$ cat config.mk
export PLATFORM = sky130hd
export DESIGN_NAME = mem_io_bridge
export DESIGN_NICKNAME = d
export VERILOG_FILES = /design/src/rtl/mem_io_bridge.sv
export SDC_FILE = /design/constraint.sdc
export NUM_CORES = 1
export LEC_CHECK = 0
export ABC_AREA = 1
export CORE_MARGIN = 2
export CORE_UTILIZATION = 42
export DETAILED_ROUTE_END_ITERATION = 10
export GPL_TIMING_DRIVEN = 0
export PLACE_DENSITY = 0.79
export SKIP_CTS_REPAIR_TIMING = 1
export SLEW_MARGIN = 20
export SYNTH_ARGS = -nofsm -noshare
export SYNTH_HDL_FRONTEND = slang
export SYNTH_SLANG_ARGS = --single-unit
$ cat constraint.sdc
create_clock -name clk -period 2.4 [get_ports clk]
set_clock_uncertainty 0.2 [all_clocks]
set_input_delay 0.48 -clock clk [delete_from_list [all_inputs] [get_ports clk]]
set_output_delay 0.48 -clock clk [all_outputs]
set_load 0.1 [all_outputs]
$ cat src/rtl/mem_io_bridge.sv
// -----------------------------------------------------------------------------
// mem_io_bridge
//
// Purpose:
//   M-stage load/store bridge. Memory accesses go straight to a combinational
//   data memory with no added latency. IO accesses are run through a small
//   IDLE/REQ/DONE handshake FSM that stalls the pipeline until io_ack arrives
//   or the TIMEOUT budget runs out. Misaligned accesses are suppressed and
//   flagged on err.
//
// Ports:
//   clk, reset        : clock, asynchronous active-low reset
//   addr, wdata       : M-stage byte address and store data
//   BeOP, MeOP        : store size (none/SB/SH/SW), load size (none/LB/LBU/LH/LHU/LW)
//   MemWrite          : memory store strobe
//   IOWrite, IORead   : IO store / IO load strobes
//   rdata             : extended load result
//   stall             : holds the M stage and everything upstream
//   dm_*              : data memory port (dm_rdata is a combinational read)
//   io_*              : IO request/acknowledge port
//   err               : one-cycle pulse on misaligned access or IO timeout
// -----------------------------------------------------------------------------
module mem_io_bridge #(
    parameter int TIMEOUT = 255
) (
    input  logic        clk,
    input  logic        reset,
    input  logic [31:0] addr,
    input  logic [31:0] wdata,
    input  logic [1:0]  BeOP,
    input  logic [2:0]  MeOP,
    input  logic        MemWrite,
    input  logic        IOWrite,
    input  logic        IORead,
    output logic [31:0] rdata,
    output logic        stall,
    output logic        dm_we,
    output logic [3:0]  dm_be,
    output logic [31:0] dm_addr,
    output logic [31:0] dm_wdata,
    input  logic [31:0] dm_rdata,
    output logic        io_req,
    output logic        io_we,
    output logic [31:0] io_addr,
    output logic [3:0]  io_be,
    output logic [31:0] io_wdata,
    input  logic [31:0] io_rdata,
    input  logic        io_ack,
    output logic        err
);

    // The wait counter only has to reach TIMEOUT-1.
    localparam int CW = (TIMEOUT > 1) ? $clog2(TIMEOUT) : 1;
    localparam logic [CW-1:0] CNT_LAST = CW'(TIMEOUT - 1);

    typedef enum logic [1:0] {
        ST_IDLE = 2'd0,
        ST_REQ  = 2'd1,
        ST_DONE = 2'd2
    } state_t;

    // Byte-lane enables for a store of the given size at the given offset.
    function automatic logic [3:0] lane_en(input logic [1:0] be_op, input logic [1:0] ofs);
        logic [3:0] en;
        case (be_op)
            2'b01:   en = 4'b0001 << ofs;
            2'b10:   en = ofs[1] ? 4'b1100 : 4'b0011;
            2'b11:   en = 4'b1111;
            default: en = 4'b0000;
        endcase
        return en;
    endfunction

    // Store data replicated across lanes so any enabled lane sees the value.
    function automatic logic [31:0] store_data(input logic [1:0] be_op, input logic [31:0] wd);
        logic [31:0] d;
        case (be_op)
            2'b01:   d = {4{wd[7:0]}};
            2'b10:   d = {2{wd[15:0]}};
            default: d = wd;
        endcase
        return d;
    endfunction

    // Halfwords need an even address, words a 4-byte aligned address.
    function automatic logic misaligned(input logic [1:0] be_op, input logic [2:0] me_op,
                                        input logic [1:0] ofs);
        logic is_half;
        logic is_word;
        is_half = (be_op == 2'b10) || (me_op == 3'b011) || (me_op == 3'b100);
        is_word = (be_op == 2'b11) || (me_op == 3'b101);
        return (is_half && ofs[0]) || (is_word && (ofs != 2'b00));
    endfunction

    // Select and sign/zero-extend the addressed byte or halfword of a word.
    function automatic logic [31:0] load_ext(input logic [2:0] me_op, input logic [1:0] ofs,
                                             input logic [31:0] src);
        logic [31:0] shifted;
        logic [7:0]  b;
        logic [15:0] h;
        logic [31:0] r;
        shifted = src >> {ofs, 3'b000};
        b       = shifted[7:0];
        h       = ofs[1] ? src[31:16] : src[15:0];
        case (me_op)
            3'b001:  r = {{24{b[7]}}, b};
            3'b010:  r = {24'h000000, b};
            3'b011:  r = {{16{h[15]}}, h};
            3'b100:  r = {16'h0000, h};
            3'b101:  r = src;
            default: r = 32'h0000_0000;
        endcase
        return r;
    endfunction

    state_t        state_r;
    logic [CW-1:0] cnt_r;
    logic [31:0]   rd_word_r;
    logic          tmo_err_r;

    logic          mis_s;
    logic          io_go_s;
    logic [3:0]    be_s;
    logic [31:0]   wd_s;
    logic [31:0]   src_s;

    assign mis_s   = misaligned(BeOP, MeOP, addr[1:0]);
    assign io_go_s = (IOWrite | IORead) & ~mis_s;
    assign be_s    = lane_en(BeOP, addr[1:0]);
    assign wd_s    = store_data(BeOP, wdata);

    // Data memory port: purely combinational, IO store wins over memory store.
    always_comb begin
        dm_we    = MemWrite & ~mis_s & ~IOWrite;
        dm_be    = be_s;
        dm_addr  = {addr[31:2], 2'b00};
        dm_wdata = wd_s;
    end

    // Stall covers the issue cycle in IDLE and every REQ cycle, never DONE.
    always_comb begin
        if (state_r == ST_REQ) begin
            stall = 1'b1;
        end else if (state_r == ST_IDLE) begin
            stall = io_go_s;
        end else begin
            stall = 1'b0;
        end
    end

    // Load result: IO word in DONE, otherwise the memory word; zero if misaligned.
    always_comb begin
        if (state_r == ST_DONE) begin
            src_s = rd_word_r;
        end else begin
            src_s = dm_rdata;
        end
        if (mis_s) begin
            rdata = 32'h0000_0000;
        end else begin
            rdata = load_ext(MeOP, addr[1:0], src_s);
        end
    end

    // Error pulse: misalignment in the current cycle or a timeout seen in DONE.
    always_comb begin
        if (!reset) begin
            err = 1'b0;
        end else begin
            err = mis_s | tmo_err_r;
        end
    end

    // IO handshake FSM with registered request-side outputs.
    always_ff @(posedge clk or negedge reset) begin
        if (!reset) begin
            state_r   <= ST_IDLE;
            cnt_r     <= '0;
            rd_word_r <= 32'h0000_0000;
            tmo_err_r <= 1'b0;
            io_req    <= 1'b0;
            io_we     <= 1'b0;
            io_addr   <= 32'h0000_0000;
            io_be     <= 4'b0000;
            io_wdata  <= 32'h0000_0000;
        end else begin
            case (state_r)
                ST_IDLE: begin
                    tmo_err_r <= 1'b0;
                    if (io_go_s) begin
                        io_addr  <= addr;
                        io_be    <= be_s;
                        io_wdata <= wd_s;
                        io_we    <= IOWrite;
                        io_req   <= 1'b1;
                        cnt_r    <= '0;
                        state_r  <= ST_REQ;
                    end else begin
                        state_r  <= ST_IDLE;
                    end
                end
                ST_REQ: begin
                    if (io_ack) begin
                        rd_word_r <= io_rdata;
                        io_req    <= 1'b0;
                        state_r   <= ST_DONE;
                    end else if (cnt_r == CNT_LAST) begin
                        // Abort: an aborted read returns zero.
                        rd_word_r <= 32'h0000_0000;
                        tmo_err_r <= 1'b1;
                        io_req    <= 1'b0;
                        state_r   <= ST_DONE;
                    end else begin
                        cnt_r     <= cnt_r + CW'(1);
                    end
                end
                ST_DONE: begin
                    // Always return to IDLE so a request still held here is not re-issued.
                    tmo_err_r <= 1'b0;
                    state_r   <= ST_IDLE;
                end
                default: begin
                    tmo_err_r <= 1'b0;
                    io_req    <= 1'b0;
                    state_r   <= ST_IDLE;
                end
            endcase
        end
    end

endmodule
After elaboration in Yosys (flattened, before gate mapping)
Index checks and enable logic that the tools add are counted.

word-level totals
  bits in registers = 113
  bits of input ports = 139
  output and inout port bits = 173
  word-level logic and storage cells = 78

operators by class
  add/subtract/negate cells = 1
  equal/unequal tests = 16
  shift-type cells = 2
  multiplexer cells = 27
  bitwise operators = 8
  reduce and logical (&&, ||, !) cells = 15

operators by type and width
  operator                                          count
  case mux 32 bit (5 select lines)                  1
  two-way mux 32 bit                                4
  case mux 32 bit (2 select lines)                  1
  right shift 32 x 5 -> 8 bit                       1
  two-way mux 8 bit                                 3
  two-way mux 16 bit                                1
  case mux 8 bit (2 select lines)                   1
  case mux 4 bit (3 select lines)                   1
  two-way mux 1 bit                                 10
  adder 8 x 1 -> 8 bit (second input constant)      1
  == test 8 bit (second input constant)             1
  == test 2 bit (second input constant)             3
  == test 3 x 2 -> 1 bit (second input constant)    2
  == test 3 bit (second input constant)             2
  != test 2 bit (second input constant)             3
  AND reduction 2 bit                               3
  nonzero test 2 bit                                3
  == test 2 x 1 -> 1 bit (second input constant)    2
  logical OR 1 bit                                  4
  two-way mux 2 bit                                 2
  two-way mux 4 bit                                 1
  case mux 2 bit (2 select lines)                   1
  AND reduction 4 bit                               1
  left shift 1 x 2 -> 4 bit (first input constant)  1
  10 further kinds                                  16

Logic depth before layout (Yosys ltp)
  depth in word-level cells = 9
  mapped depth = 11
  gate-level depth less buffers = 10

Worst setup path after synthesis
No wires, ideal clock.

  kind = in2out
  start = in MeOP[0]
  end = out rdata[26]
  arrival = 2,765 ps
  required time = 1,720 ps
  path slack = -1,045 ps
  stages = 8
  path buffers = 1
  cell sequence = inv_2 > nor3_2 > inv_2 > clkbuf_1 > or2_1 > nand2_1 > inv_2 > a21oi_1

on the way
  word-level cells in the longest chain between the ends = 6
  elaborated cells between the ends (all ways) = 13
  classes of those cells = eq/ne: 5; mux: 2; reduce/logical: 6

RTL lines
  item                           RTL line  RTL
  start: declaration             31        input logic [2:0] MeOP,
  == test 3 x 2 -> 1 bit         90, 105
  logical OR 1 bit (2 in a row)  90        is_half = (be_op == 2'b10) || (me_op == 3'b011) || (me_op == 3'b100);
  logical AND 1 bit              92        return (is_half && ofs[0]) || (is_word && (ofs != 2'b00));
  logical OR 1 bit               92
  two-way mux 32 bit (*)         158       if (mis_s) begin
  end: declaration               35        output logic [31:0] rdata,

Every way passes the cells marked *; elsewhere a longest branch is shown, timed or not.

Worst setup path in the final report
  start = reg state_r[1]
  end = out rdata[25]

on the way
  word-level cells in the longest chain between the ends = 5
  elaborated cells between the ends (all ways) = 6
  classes of those cells = eq/ne: 1; shift: 1; mux: 4

RTL lines
  item                                                               RTL line  RTL
  start: declaration                                                 116       state_t state_r;
  start signal: assignment                                           177       state_r <= ST_IDLE;
  start signal: assignment                                           197       state_r <= ST_REQ;
  start signal: assignment                                           199       state_r <= ST_IDLE;
  == test 2 bit (*)                                                  153       if (state_r == ST_DONE) begin
  two-way mux 32 bit (*)                                             153
  right shift 32 x 5 -> 8 bit or two-way mux 16 bit (tied branches)  102, 104
  case mux 32 bit (5 select lines) (*)                               105       case (me_op)
  two-way mux 32 bit (*)                                             158

Marked as above.

==> flow_summary.ini <==
[clock_network]
clkTransAtPathRegs_ns = 0.06
cts_buffer_depth = 2
cts_tree = built
root_buffer = clkbuf_16
cts_made_buffers = 17
htreeDepth = 4
clk_latency_ns = 0.42
clkSinkCount = 113

[logic_synthesis]
synth_cells = 956
ys_ff_latch = 113
yosysWarnings = 0
yosysSeqAreaShare = 0.4181
synth_cell_types = 38
netlist_area_um2 = 6763
syn_area_per_cell_um2 = 7.074

[sta]
hold_ws_ns = 0.2321
tightestPinTransition_ns = 1.135
drv_slew = 0
fin_setup_tns_ns = -19.11
fin_ws_ns = -0.6343
period_minus_slack_ns = 3.034
fmax_ghz = 0.3296
fin_crit_sh = 1.264
slew_headroom = 0.2421
timing_hold_violations_final = 0
rsz0062_at_grt = yes
setup_viol = 51

[power_and_ir_drop]
power_density_nw_per_um2 = 1340
fin_total_pwr_mw = 17.93
p_leak_nw = 7.028
ir_drop_uv = 1180

[hold_path]
hold_class = in2reg

[die]
initial_core_util = 0.4273
ioPinCount = 312
fp.dieW_um = 130.9
die-area_um2 = 17130
dieHeight_um = 130.9
num_rows = 46
core_um2 = 15830

[routing]
viasPerCell = 5.682
drt_iter0_drc = 1027
totalWireLength_mm = 35.59
via_count = 9001
drt-pass1-iter-count = 8
wl_per_cell_um = 22.47
drc = 0
ant_nets = 0

[final_layout]
area_delta_synth_final_pct = 97.78
fin_area_um2 = 13380
drive_above_1_share = 0.3473
instances_no_fill = 1584
num-nets-final = 1497
fin_util = 0.8451

[flow_run]
drv_cap = 0

[placed_design]
gp_congestion = 0.9680
portBuffers = 309
dpl.hpwl_mm = 21.27
post_dp_cell_area_um2 = 10840
place_inst = 1483
pre_cts_slack_ns = -1.757

[outcome]
violations = negative setup slack
outcome = complete, but fails checks

[critical_path]
cp_slowest_cell = dfrtp_1
path_max_fanout = 10
critPathTopFamily = simple AND/OR/NAND/NOR gates
critPathCaptureType = primary output
worst-path-buf-inv = 4
crit_required_ns = 1.72
start_kind = register
slowest_delay_ns = 0.43
arrival_ns = 2.35
path_cells = inv_2 -> nor2_4 -> buf_12 -> nand2_4 -> nand2_2 -> nand2_2 -> nand2_2 -> nand2_4 -> nand3b_4 -> buf_12 -> a21oi_4 -> buf_12
worstSetupPathType = reg2out

[global_route]
grt_pass1_wl_mm = 40.35
antenna_found_initial = 2
grt_pass1_vias = 7560
gr-usage-all-layers = 0.3159
grt_max_degree = 76
grt_overflow = 0
[cell families after synthesis]
logic type      count (synthesis)  share of synthesized area
flops                         113                     0.4181
fa+ha+maj                       6                    0.01110
simple gates                  403                     0.2507
compound gates                210                     0.1621
other cells                     1                  0.0005545
buf+inv                       223                     0.1574
[registers in the layout, summed over array words and instances (netlist names)]
name	flops
io_addr	32
io_wdata	32
rd_word_r	32
cnt_r	8
io_be	4
state_r	2
io_req	1
io_we	1
tmo_err_r	1
[worst reg2reg max path: stages (launching register included)]
cell,delay (ns)
dfrtp_1,0.43
buf_6,0.17
buf_6,0.15
nor2_4,0.21
inv_2,0.13
nor2_1,0.40
buf_2,0.32
nand2_1,0.11
nand2_1,0.11
[synth_stat cells, drive strengths merged]
library cell,number,area share
a21oi,65,0.048
or2,12,0.011
a22oi,1,0.0011
o211ai,6,0.0067
and2,5,0.0046
nor3,8,0.0067
o21bai,1,0.0011
o21a,1,0.0011
dfrtp,113,0.42
nor2,42,0.026
nand3b,2,0.0046
inv,140,0.078
ha,6,0.011
and3,1,0.00093
a31oi,1,0.00093
buf,74,0.075
a21boi,7,0.0078
nand3,43,0.033
conb,1,0.00055
clkbuf,9,0.0050
nand2,290,0.16
o21ai,128,0.095
[final timing paths]
kind	from	end	slack [ns]	cells past startpoint
setup / recovery	state_r[1]	rdata[25]	-0.63	12
hold / removal	wdata[6]	io_wdata[6]	0.23	3
setup reg to reg	state_r[1]	rd_word_r[23]	0.10	8
hold reg to reg	io_addr[13]	io_addr[13]	0.28	2
max in group asynchronous	reset	io_wdata[2]	0.94	3
min in group asynchronous	reset	rd_word_r[26]	0.65	3
[metal layers]
metal	vias to the layer above	share of wire	global-route usage	wire length (um)
li1	3779	-	-	-
met1	4200	0.33	0.3710	11610
met2	775	0.49	0.5236	17310
met3	247	0.10	0.08184	3562
met4	0	0.088	0.1859	3115
met5	-	0	0	0
[power breakdown]
part,leakage (nW),switching [mW],internal [mW]
registers,1.44,0.528,2.75
clock network,0.312,0.965,1.87
logic,5.27,8.66,3.16
total,7.03,10.2,7.77
[final cells by class]
| cell class | count | area (um^2) |
|---|---|---|
| buffer | 82 | 719.4 |
| inverter | 140 | 629.4 |
| antenna | 3 | 7.507 |
| clock buffer | 22 | 454.2 |
| timing repair buffer | 376 | 4334 |
| tap | 216 | 270.3 |
| sequential | 113 | 2829 |
| multi-input combinational | 622 | 3949 |
| fill | 855 | 2452 |
| clock inverter | 10 | 182.7 |
[placed cells by master, fill, tap and decap left out, drive strengths merged, types with 43 or more instances in the layout]
master / netlist / layout
a21oi: 65 / 65
buf: 74 / 209
clkbuf: 9 / 63
clkdlybuf4s50: 0 / 119
dfrtp: 113 / 113
dlymetal6s2s: 0 / 88
inv: 140 / 122
nand2: 290 / 291
nand3: 43 / 43
o21ai: 128 / 128
(Power assumes the default switching activity.)
